`config.mk`:
```
export PLATFORM = sky130hd
export DESIGN_NAME = hazard_scoreboard
export DESIGN_NICKNAME = d
export VERILOG_FILES = /design/src/rtl/hazard_pkg.sv /design/src/rtl/reg_pending_ctr.sv /design/src/rtl/hazard_scoreboard.sv
export SDC_FILE = /design/constraint.sdc
export NUM_CORES = 1
export LEC_CHECK = 0
export ABC_AREA = 1
export CORE_ASPECT_RATIO = 1.75
export CORE_MARGIN = 5
export CORE_UTILIZATION = 34
export CTS_CLUSTER_DIAMETER = 40
export DETAILED_ROUTE_END_ITERATION = 8
export PLACE_DENSITY = 0.54
export SYNTH_ARGS = -nofsm -noshare
export SYNTH_HDL_FRONTEND = slang
export SYNTH_SLANG_ARGS = --single-unit
```
`constraint.sdc`:
```
create_clock -name clk -period 3.4 [get_ports clk]
set_clock_uncertainty 0.15 [all_clocks]
set_input_delay 0.34 -clock clk [delete_from_list [all_inputs] [get_ports clk]]
set_output_delay 0.34 -clock clk [all_outputs]
set_load 0.01 [all_outputs]
```
`src/rtl/hazard_pkg.sv`:
```
// Shared definitions for the hazard scoreboard: producer class encodings,
// the class-to-latency map and the pending-counter width helpers.
package hazard_pkg;

  localparam logic [1:0] CLS_ALU  = 2'd0;
  localparam logic [1:0] CLS_LOAD = 2'd1;
  localparam logic [1:0] CLS_MDU  = 2'd2;

  localparam int DEF_LOAD_LAT = 1;
  localparam int DEF_MDU_LAT  = 4;

  // Width needed to hold the largest producer latency (at least one bit).
  function automatic int pend_w_of(input int load_lat, input int mdu_lat);
    int max_lat;
    max_lat = (load_lat > mdu_lat) ? load_lat : mdu_lat;
    return (max_lat < 1) ? 1 : $clog2(max_lat + 1);
  endfunction

  localparam int PEND_W = pend_w_of(DEF_LOAD_LAT, DEF_MDU_LAT);

  // Cycles after issue before the result can be forwarded.
  // The reserved class encoding behaves like an ALU op.
  function automatic int lat_of(input logic [1:0] cls, input int load_lat, input int mdu_lat);
    case (cls)
      CLS_ALU:  return 0;
      CLS_LOAD: return load_lat;
      CLS_MDU:  return mdu_lat;
      default:  return 0;
    endcase
  endfunction

endpackage

```
`src/rtl/reg_pending_ctr.sv`:
```
// Pending-write down-counter for one architectural register.
// Loads the producer latency on issue, otherwise counts down to zero;
// freezes entirely while the pipeline is held.
module reg_pending_ctr
  import hazard_pkg::*;
#(
  parameter int W = PEND_W
) (
  input  logic         clk,
  input  logic         rst_n,
  input  logic         i_hold,
  input  logic         i_load,
  input  logic [W-1:0] i_load_val,
  output logic [W-1:0] o_cnt
);

  logic [W-1:0] r_cnt;

  // Load wins over decrement so a fresh issue is never shortened by one.
  always_ff @(posedge clk or negedge rst_n) begin
    if (!rst_n) begin
      r_cnt <= '0;
    end else if (!i_hold) begin
      if (i_load) begin
        r_cnt <= i_load_val;
      end else if (r_cnt != '0) begin
        r_cnt <= r_cnt - W'(1);
      end
    end
  end

  assign o_cnt = r_cnt;

endmodule

```
`src/rtl/hazard_scoreboard.sv`:
```
// Register scoreboard for variable-latency producers (ALU / LOAD / MDU).
// Stalls ID on RAW hazards and on WAW hazards where a younger, shorter op
// could otherwise retire before an older, longer one to the same rd.
module hazard_scoreboard
  import hazard_pkg::*;
#(
  parameter int REG_NUM  = 32,
  parameter int ADDR_W   = 5,
  parameter int LOAD_LAT = 1,
  parameter int MDU_LAT  = 4,
  parameter int CNT_W    = 32
) (
  input  logic               clk,
  input  logic               rst_n,
  input  logic               id_valid,
  input  logic [ADDR_W-1:0]  id_rs1_addr,
  input  logic [ADDR_W-1:0]  id_rs2_addr,
  input  logic               id_rs1_used,
  input  logic               id_rs2_used,
  input  logic [ADDR_W-1:0]  id_rd_addr,
  input  logic               id_reg_write,
  input  logic [1:0]         id_class,
  input  logic               flush,
  input  logic               global_stall,
  output logic               pause,
  output logic               bubble,
  output logic [CNT_W-1:0]   stall_cycles,
  output logic [REG_NUM-1:0] busy_mask
);

  localparam int PW     = pend_w_of(LOAD_LAT, MDU_LAT);
  localparam int ASPACE = 1 << ADDR_W;

  // Indexed by the full address space so out-of-range addresses read as idle.
  logic [PW-1:0]    w_pend [ASPACE];
  logic [PW-1:0]    w_lat;
  logic             w_raw;
  logic             w_waw;
  logic             w_pause;
  logic             w_issue;
  logic [CNT_W-1:0] r_stall_cycles;

  // Latency the ID instruction would load into its destination counter.
  always_comb begin
    w_lat = PW'(lat_of(id_class, LOAD_LAT, MDU_LAT));
  end

  // Hazard detection and issue qualification from registered state + ID inputs.
  always_comb begin
    w_raw   = id_valid &
              ((id_rs1_used & (id_rs1_addr != '0) & (w_pend[id_rs1_addr] != '0)) |
               (id_rs2_used & (id_rs2_addr != '0) & (w_pend[id_rs2_addr] != '0)));
    w_waw   = id_valid & id_reg_write & (id_rd_addr != '0) &
              (w_pend[id_rd_addr] > w_lat);
    w_pause = (w_raw | w_waw) & ~flush;
    w_issue = id_valid & id_reg_write & (id_rd_addr != '0) &
              ~w_pause & ~flush & ~global_stall;
  end

  // One pending counter per writable register; x0 and unmapped addresses tie to zero.
  for (genvar g = 0; g < ASPACE; g++) begin : g_reg
    if (g == 0 || g >= REG_NUM) begin : g_zero
      assign w_pend[g] = '0;
    end else begin : g_ctr
      reg_pending_ctr #(.W(PW)) u_ctr (
        .clk        (clk),
        .rst_n      (rst_n),
        .i_hold     (global_stall),
        .i_load     (w_issue && (id_rd_addr == ADDR_W'(g))),
        .i_load_val (w_lat),
        .o_cnt      (w_pend[g])
      );
    end
  end

  for (genvar g = 0; g < REG_NUM; g++) begin : g_busy
    assign busy_mask[g] = (w_pend[g] != '0);
  end

  // Saturating count of cycles in which ID was actually held by a hazard.
  always_ff @(posedge clk or negedge rst_n) begin
    if (!rst_n) begin
      r_stall_cycles <= '0;
    end else if (w_pause && !global_stall && (r_stall_cycles != '1)) begin
      r_stall_cycles <= r_stall_cycles + CNT_W'(1);
    end
  end

  assign pause        = w_pause;
  assign bubble       = w_pause;
  assign stall_cycles = r_stall_cycles;

endmodule

```
==> results of run 1 <==
cell type report:
class,instances,area (sq um)
fillers,3378,18300
multi-input cells,1339,6790
flip-flops and latches,125,3130
repair buffers,223,2020
inverters,215,807
well taps,400,500
clock buffers,19,433
clock inverters,12,148
diodes,1,2.50
metrics by stage:
step | TNS, ns | setup WS, ns | util, % | hold slack [ns]
2_1_floorplan | 0 | 0.459 | - | -0.106
3_5_place_dp | -55.82 | -0.602 | 41.1 | 0.204
3_3_place_gp | -52.12 | -0.578 | 41.1 | 0.202
5_1_grt | 0 | 0.0133 | 43.0 | 0.317
4_1_cts | 0 | 0.0877 | 43.0 | 0.286
6_report | 0 | 0.125 | 43.0 | 0.277
critical path, cell delays in order:
cell             delay (ns)
clkdlybuf4s50_1        0.61
buf_4                  0.21
nor2_1                 0.07
buf_4                  0.17
o21ai_0                0.12
nand3_1                0.21
nand2_1                0.12
nand3_1                0.07
nand2_1                0.16
nand2_1                0.08
nand3_1                0.09
nand2_2                0.11
nand2_2                0.09
nand2_1                0.07
nand2_2                0.07
inv_1                  0.05
buf_2                  0.13
placed cells by master, fill, tap and decap left out, types with 3 or more instances in the layout:
master	count
nor2_1	93
buf_4	122
buf_2	3
clkinv_2	5
nor4_1	8
bufinv_16	3
ha_1	65
dlygate4sd2_1	3
nor2_4	3
nor3_1	20
a22oi_1	8
xor2_1	57
nand2_1	707
a21oi_1	46
nand4_1	138
inv_1	200
clkdlybuf4s50_1	82
o22ai_1	30
xnor2_1	4
dfrtp_1	125
o21ai_1	8
o211ai_1	6
clkbuf_16	17
buf_12	11
o21ai_0	21
nand3_1	98
inv_2	14
o221ai_1	4
nand2_2	6
where the power goes:
group | leakage [nW] | internal [W] | switching [W]
Clock | 0.282 | 0.00114 | 0.000748
Combinational | 5.51 | 0.00238 | 0.00363
Sequential | 1.59 | 0.00205 | 0.000502
state kept, by name, summed over array words and instances, names as in the netlist:
register,flops
g.g_ctr.u_ctr.o_cnt,93
stall_cycles,32
final timing paths:
kind | startpoint | to | depth (start not counted)
worst max register to register | g_reg[19].g_ctr.u_ctr.o_cnt[0]$_DFFE_PN0P_ | g_reg[30].g_ctr.u_ctr.o_cnt[2]$_DFFE_PN0P_ | 17
max in group asynchronous | rst_n | g_reg[16].g_ctr.u_ctr.o_cnt[2]$_DFFE_PN0P_ | 3
worst min register to register | g_reg[12].g_ctr.u_ctr.o_cnt[1]$_DFFE_PN0P_ | g_reg[12].g_ctr.u_ctr.o_cnt[1]$_DFFE_PN0P_ | 2
min in group clk | global_stall | g_reg[6].g_ctr.u_ctr.o_cnt[2]$_DFFE_PN0P_ | 4
worst min-delay path | rst_n | g_reg[9].g_ctr.u_ctr.o_cnt[1]$_DFFE_PN0P_ | 2
worst max-delay path | id_rs1_addr[0] | pause | 17
per-layer routing:
| layer | track usage, % | up-vias | wire, um |
|---|---|---|---|
| li1 | - | 5996 | - |
| met1 | 25.0 | 5900 | 16600 |
| met2 | 46.8 | 403 | 23700 |
| met3 | 3.88 | 119 | 1870 |
| met4 | 15.7 | 0 | 2940 |
| met5 | 0 | - | 0 |
cells by family after synthesis:
| group | count (synthesis) |
|---|---|
| flops | 125 |
| buf+inv | 287 |
| other cells | 1 |
| compound gates | 132 |
| fa+ha+maj | 65 |
| simple gates | 1080 |
| xor+xnor | 61 |
repair_timing:
action,CTS,global route
setup buffers,1,1
pin swaps,5,4
hold buffers,1,0
endpoints found under the hold margin,53,0
endpoints found under the setup margin,6,39
gates resized for setup,25,1
==> results.toml, run 1 <==
[setup_path]
start_kind = "input pin"
crit_type = "input pin to primary output"
r2r_setup_slack_ns = 0.37
endpoint_kind = "primary output"
required_ns = 2.91
cp.arrival_ns = 2.78
cp_max_fo = 6

[logic_synthesis]
synth_top_family_by_area = "simple AND/OR/NAND/NOR gates"
synth_cells = 1751
synth_compound_area_share_pct = 7.05
synth_area_leader_cell = "dfrtp_1"
ys.flop_type = "dfrtp_1"
synthArstFlopShare_pct = 100
yosys-mux-area-fraction_pct = 0
synth.top_cell.area_share_pct = 28.4
synth_common_cells = "nand2_1, inv_1, nand4_1"
synth_area_leaders = "dfrtp_1, nand2_1, nand4_1"
synth-seq-area-share_pct = 28.4
synthAdderAreaFrac_pct = 7.38
synthMostInstantiatedCell = "nand2_1"
syn_nets = 1841
syn_area_sq_mm = 0.0110
synth_xor_xnor_area_share_pct = 4.85
synth_simple_gate_area_share_pct = 41.9
synthDistinctLibCells = 40
synth_area_per_cell_sq_um = 6.30
synth-edff-count = 0
synth_warnings = 0
synth_seq_cells = 125

[floorplan]
die_x_um = 146
core_sq_mm = 0.0321
initial_utilization_pct = 34.3
rows = 87
die_h_um = 248
num_io_pins = 91
die_area_sq_mm = 0.0363

[grt]
grt_pass1_wl_mm = 69.2
grt_max_degree = 73
grtUsageTotal_pct = 24.7
grt_pass1_vias = 12300
antenna_found_initial = 2
grt_overflow = 0

[power_and_ir_drop]
irDropWorstVdd_mv = 0.361
p_per_area_mw_per_mm2 = 756
power_leakage_nw = 7.38
power_w = 0.0105

[timing]
relSlewSlack_pct = 46.1
finalCritPeriodShare_pct = 96.3
worst_pin_slew_ns = 0.801
setup_violations = 0
fin_crit_ns = 3.27
hold_violations = 0
fmax_ghz = 0.305
rsz0062_at_grt = "no"
slew_violations = 0

[clock_tree]
clk_root_buffer_cell = "clkbuf_16"
insertion_delay_ns = 0.45
clkTransAtPathRegs_ns = 0.05
clock_tree.buffer_depth = 2
cts_max_level = 4
cts.sinks = 125
cts_buffers = 17
cts_tree = "done"

[placement]
io_buffers = 89
placed_area_sq_mm = 0.0132
place_congestion = 0.995
dp.cells = 2300
dp_hpwl_mm = 35.5

[job]
cap_violations = 0

[routing]
drcViolationCount = 0
first_iter_violations = 810
viasPerCell = 5.32
vias = 12400
drt_wl_total_mm = 45.1
dr.pass1.iters = 5
postRouteAntennaNets = 0
wl_per_cell_um = 19.3

[final_layout]
finalInstanceArea_sq_mm = 0.0138
final_cells = 2334
nets = 2011
synthToLayoutAreaGrowth_pct = 25.4
drive_gt1_share_pct = 10.2

[hold_path]
hold_class = "input pin to async pin"

[run_status]
status = "finished clean"
Power figures use the tool's default switching activity.
==> run 2: changes to the inputs <==
--- a/config.mk
+++ b/config.mk
@@ -11,6 +11,7 @@
 export CORE_UTILIZATION = 34
 export CTS_CLUSTER_DIAMETER = 40
 export DETAILED_ROUTE_END_ITERATION = 8
+export HOLD_SLACK_MARGIN = 0.08
 export PLACE_DENSITY = 0.54
 export SYNTH_ARGS = -nofsm -noshare
 export SYNTH_HDL_FRONTEND = slang
==> results of run 2 <==
No change in the layout: final DEF, timing and power equal those of run 1.
==> run 3: changes to the inputs <==
--- a/config.mk
+++ b/config.mk
@@ -13,6 +13,7 @@
 export DETAILED_ROUTE_END_ITERATION = 8
 export HOLD_SLACK_MARGIN = 0.08
 export PLACE_DENSITY = 0.54
+export SKIP_LAST_GASP = 1
 export SYNTH_ARGS = -nofsm -noshare
 export SYNTH_HDL_FRONTEND = slang
 export SYNTH_SLANG_ARGS = --single-unit
==> results of run 3 <==
No change in the layout: final DEF, timing and power equal those of run 1.
